[src/rtl/happy_step_sequencer_pkg.sv]
// Shared step codes and FSM state encoding for the HAPPY reveal sequencer.
package happy_step_sequencer_pkg;

   localparam logic [2:0] STEP_OFF   = 3'b000;
   localparam logic [2:0] STEP_Y     = 3'b001;
   localparam logic [2:0] STEP_PY    = 3'b010;
   localparam logic [2:0] STEP_PPY   = 3'b011;
   localparam logic [2:0] STEP_APPY  = 3'b100;
   localparam logic [2:0] STEP_HAPPY = 3'b101;
   localparam logic [2:0] STEP_BLANK = 3'b110;

   typedef enum logic [1:0] {
      S_IDLE,
      S_RUN,
      S_HOLD,
      S_BLANK
   } state_t;

endpackage

[src/rtl/happy_step_sequencer_tick_divider.sv]
// Display tick generator: one-cycle tick every DIV enabled cycles.
module tick_divider #(
   parameter int DIV = 25_000_000
) (
   input  logic CLOCK_50,
   input  logic rst,
   input  logic en,
   input  logic clr,
   output logic tick
);

   localparam int W = (DIV > 1) ? $clog2(DIV) : 1;
   localparam logic [W-1:0] LAST = W'(DIV - 1);

   logic [W-1:0] tickCnt;

   assign tick = en && (tickCnt == LAST);

   // Clear takes priority so a new sequence always starts on a full tick period.
   always_ff @(posedge CLOCK_50) begin
      if (rst || clr) begin
         tickCnt <= '0;
      end else if (en) begin
         if (tick) begin
            tickCnt <= '0;
         end else begin
            tickCnt <= tickCnt + 1'b1;
         end
      end
   end

endmodule

[src/rtl/happy_step_sequencer.sv]
// Automatic left-to-right reveal of "HAPPY": drives the decoder step code with pause/loop.
module happy_step_sequencer
   import happy_step_sequencer_pkg::*;
#(
   parameter int TICK_DIV   = 25_000_000,
   parameter int HOLD_TICKS = 1
) (
   input  logic       CLOCK_50,
   input  logic       rst,
   input  logic       start,
   input  logic       pause,
   input  logic       loop_en,
   output logic [2:0] step,
   output logic       busy,
   output logic       done
);

   localparam int HW = (HOLD_TICKS > 0) ? $clog2(HOLD_TICKS + 1) : 1;
   localparam logic [HW-1:0] HOLD_LAST = HW'(HOLD_TICKS);

   state_t        state;
   logic          startQ;
   logic          startRise;
   logic [HW-1:0] holdCnt;
   logic          tick;
   logic          tickEn;
   logic          tickClr;

   assign startRise = start & ~startQ;
   assign tickEn    = (state != S_IDLE) && !pause;
   assign tickClr   = (state == S_IDLE) && startRise;

   tick_divider #(
      .DIV(TICK_DIV)
   ) u_tick (
      .CLOCK_50(CLOCK_50),
      .rst     (rst),
      .en      (tickEn),
      .clr     (tickClr),
      .tick    (tick)
   );

   // Sequence FSM; done defaults low so it can only ever be a single-cycle pulse.
   always_ff @(posedge CLOCK_50) begin
      if (rst) begin
         state   <= S_IDLE;
         step    <= STEP_OFF;
         busy    <= 1'b0;
         done    <= 1'b0;
         holdCnt <= '0;
         startQ  <= 1'b0;
      end else begin
         startQ <= start;
         done   <= 1'b0;
         case (state)
            S_IDLE: begin
               if (startRise) begin
                  state <= S_RUN;
                  step  <= STEP_Y;
                  busy  <= 1'b1;
               end
            end
            S_RUN: begin
               if (tick) begin
                  if (step == STEP_APPY) begin
                     state   <= S_HOLD;
                     step    <= STEP_HAPPY;
                     holdCnt <= '0;
                  end else begin
                     step <= 3'(step + 3'd1);
                  end
               end
            end
            S_HOLD: begin
               if (tick) begin
                  if (holdCnt == HOLD_LAST) begin
                     state <= S_BLANK;
                     step  <= STEP_BLANK;
                  end else begin
                     holdCnt <= holdCnt + 1'b1;
                  end
               end
            end
            S_BLANK: begin
               if (tick) begin
                  if (loop_en) begin
                     state <= S_RUN;
                     step  <= STEP_Y;
                  end else begin
                     state <= S_IDLE;
                     step  <= STEP_OFF;
                     busy  <= 1'b0;
                     done  <= 1'b1;
                  end
               end
            end
            default: begin
               state <= S_IDLE;
               step  <= STEP_OFF;
               busy  <= 1'b0;
            end
         endcase
      end
   end

endmodule

[config.mk]
export PLATFORM = sky130hd
export DESIGN_NAME = happy_step_sequencer
export DESIGN_NICKNAME = d
export VERILOG_FILES = /design/src/rtl/happy_step_sequencer_pkg.sv /design/src/rtl/happy_step_sequencer_tick_divider.sv /design/src/rtl/happy_step_sequencer.sv
export SDC_FILE = /design/constraint.sdc
export NUM_CORES = 1
export LEC_CHECK = 0
export ABC_AREA = 1
export BUFFER_PORTS_ARGS = -buffer_cell sky130_fd_sc_hd__clkbuf_2
export CAP_MARGIN = 20
export CORE_MARGIN = 2
export CORE_UTILIZATION = 60
export CTS_BUF_LIST = sky130_fd_sc_hd__clkbuf_4 sky130_fd_sc_hd__clkbuf_8 sky130_fd_sc_hd__clkbuf_16
export CTS_CLUSTER_SIZE = 8
export DETAILED_ROUTE_END_ITERATION = 10
export PLACE_DENSITY = 0.89
export SETUP_SLACK_MARGIN = 0.15
export SYNTH_ARGS = -nofsm -noshare
export SYNTH_HDL_FRONTEND = slang
export SYNTH_SLANG_ARGS = --single-unit
[constraint.sdc]
create_clock -name CLOCK_50 -period 2.5 [get_ports CLOCK_50]
set_clock_uncertainty 0.15 [all_clocks]
set_input_delay 0.25 -clock CLOCK_50 [delete_from_list [all_inputs] [get_ports CLOCK_50]]
set_output_delay 0.25 -clock CLOCK_50 [all_outputs]
set_load 0.01 [all_outputs]
==> impl_metrics.toml <==
[route]
drt_iter0_drc = 111
wire_per_inst_um = 12.3
drt_pre_antenna_iters = 5
viasPerCell = 5.29
antenna_left = 0
vias = 1829
drc = 0
routed_wl_um = 4240

[power_and_ir_drop]
p_per_area_nw_per_um2 = 816
p_total_mw = 1.81
p_leak_nw = 0.963
ir_drop_mv = 0.409

[worst_setup_path]
rrSetupSlack_ns = 0.34
critical_path.cell_chain = "inv_1 > ha_1 > nor2_4 > nand3_4 > nor2_2 > inv_1 > nor2_1 > nand2_1 > o21ai_2 > a21oi_1"
reg2regPathDepth = 10
crit_path_end_kind = "flip-flop"
worst_path_max_delay_cell = "dfxtp_2"
arrival_ns = 2.24
critPathBufInv = 2
critPathCapture = "u_tick.tickCnt[14]"
crit_family = "simple AND/OR/NAND/NOR gates"
critPathLaunchType = "flip-flop"
cpMostUsedCell = "inv_1"
startpoint = "state[0]"
r2r_end = "u_tick.tickCnt[14]"
worstPathMaxFanout = 7
worstSetupPathType = "reg2reg"
worst-path-stages = 10
crit_required_ns = 2.58
crit_path_max_incr_delay_ns = 0.41
r2r-start = "state[0]"

[synthesis]
synth_edf_count = 0
synth_area_leaders = "dfxtp_1, nand2_1, nor2_1"
yosys_warnings = 0
ys_async_sr_fraction_pct = 0
synthTopCellsByCount = "nand2_1, nor2_1, inv_1, dfxtp_1, a21oi_1"
synth_cell_type_count = 33
yosys_register_bits = 34
syn_inst = 282
yosys.area.top_type = "dfxtp_1"
synth_most_common_cell = "nand2_1"
synth_flop_cell = "dfxtp_1"
syn_area_per_cell_um2 = 7.01
yosysSeqAreaShare_pct = 34.4
syn-num-nets = 294
synth.cell_area_um2 = 1980
synth_top_area_share_pct = 34.4

[hold_path]
hp-class = "in2reg"
hold_start = "pause"

[clocking]
h-tree-depth = 2
cts_buffer_depth = 2
cts_tree = "done"
cts_buffers = 5
cts.sinks = 34
clk_pin_slew_ns = 0.12
clk_latency_ns = 0.35
clock_tree.root_cell = "clkbuf_4"

[floorplan]
dieArea_um2 = 3770
initial_utilization_pct = 63.7
die_w_um = 61.4
rows = 20
pin_count = 10
die_h_um = 61.4
coreArea_um2 = 3100

[timing]
rsz0062_at_grt = "false"
slew_headroom_pct = 75.7
hold_violations = 0
setup_violations = 0
setup_ws_ns = 0.339
tightestPinTransition_ns = 0.362
tns_ns = 0
fin_crit_sh_pct = 86.4
slew_violations = 0
period_minus_slack_ns = 2.16
max_freq_mhz = 463

[finish]
finalNonFillerCells = 346
area_delta_synth_final_pct = 12.1
drive_above_1_share_pct = 14.9
fin_nets = 313
final_util_pct = 71.5
fillers = 266
num_antenna_cells = 0

[placement]
gp_congestion = 0.915
dp_slack_ns = 0.302
dp_cells = 334
hpwl_um = 3150
port_buffers = 9

[grt]
grt_pass1_wl_um = 7090
use_met1_pct = 31.4
grt_max_degree = 14
track_usage_pct = 25.4
grt_use_met3_pct = 6.30
grt.overflow.total = 0
busiest_layer = "met2"
first_global_vias = 1696
grt_use_met2_pct = 42.4
grt_antenna_before_repair = 0

[job]
maxCapViolCount = 0

[outcome]
run_status = "finished, final reports clean"
[worst min path at each step]
stage	slack [ns]	cells after the start	endpoint
global route	0.20	5	u_tick.tickCnt[1]
finish	0.17	5	u_tick.tickCnt[1]
floorplan	0.17	1	startQ
detailed placement	0.31	2	startQ
CTS	0.10	4	u_tick.tickCnt[1]
global placement	0.31	2	startQ
[stage by stage]
step | hold WS (ns) | cell area [um^2]
final | 0.171 | 2220
after global placement | 0.306 | 2070
after CTS | 0.104 | 2210
after global routing | 0.204 | 2220
after floorplan | 0.172 | 1980
after detailed placement | 0.315 | 2070
[registers in the layout (all words and copies together), names as in the netlist]
register / count
busy: 1
done: 1
holdCnt: 1
startQ: 1
state: 2
step: 3
u_tick.tickCnt: 25
[per-layer routing]
metal | vias to the layer above | routed length [um]
li1 | 932 | -
met1 | 845 | 1940
met2 | 43 | 2060
met3 | 9 | 163
met4 | 0 | 78
met5 | - | 0
[logic make-up after synthesis]
kind of cell               Yosys count  synth area share, %
DFF                                 34                 34.4
adders and majority gates            7                 4.43
buffers and inverters               48                 9.61
and+or+nand+nor                    153                 38.7
AOI/OAI and AO/OA                   36                 11.1
xor gates and xnor gates             4                 1.77
[where the power goes]
part           internal [mW]  total, mW  leakage (nW)  switching (mW)
combinational          0.232      0.642         0.629           0.410
clock                  0.339      0.530        0.0585           0.191
sequential             0.590      0.637         0.276          0.0461
[worst register-to-register path: stages, from the launching register on]
cell and delay (ns):
dfxtp_2 0.41, inv_1 0.11, ha_1 0.30, nor2_4 0.20, nand3_4 0.13, nor2_2 0.15, inv_1 0.09, nor2_1 0.18
nand2_1 0.14, o21ai_2 0.14, a21oi_1 0.05
[cell usage in the layout (no fill, tap or decap), drive strengths merged, types with 2 or more instances in the layout]
master and n:
nor4 2, nand3 14, a21oi 15, nor3 9, nor2 57, a31oi 2
o21a 2, inv 47, nand4 5, xor2 3, o21ai 12, dfxtp 34
nand2 64, bufinv 2, clkbuf 15, a211oi 2, ha 7, dlygate4sd3 3
[what timing repair did]
item / CTS / global route
endpoints found under the hold margin: 2 / 0
buffers inserted: 0 / 1
setup endpoints to repair: 0 / 11
gates resized for setup: 0 / 1
hold buffers: 3 / 0
[area by class of cell]
| cell class | count | area, um^2 | share of cell area (%) |
|---|---|---|---|
| multi-input combinational | 200 | 1110 | 49.9 |
| sequential | 34 | 682 | 30.8 |
| inverter | 47 | 179 | 8.07 |
| timing repair buffer | 13 | 82.6 | 3.72 |
| clock inverter | 2 | 60.1 | 2.71 |
| tap | 44 | 55.1 | 2.48 |
| clock buffer | 6 | 51.3 | 2.31 |
(Power assumes the default switching activity.)
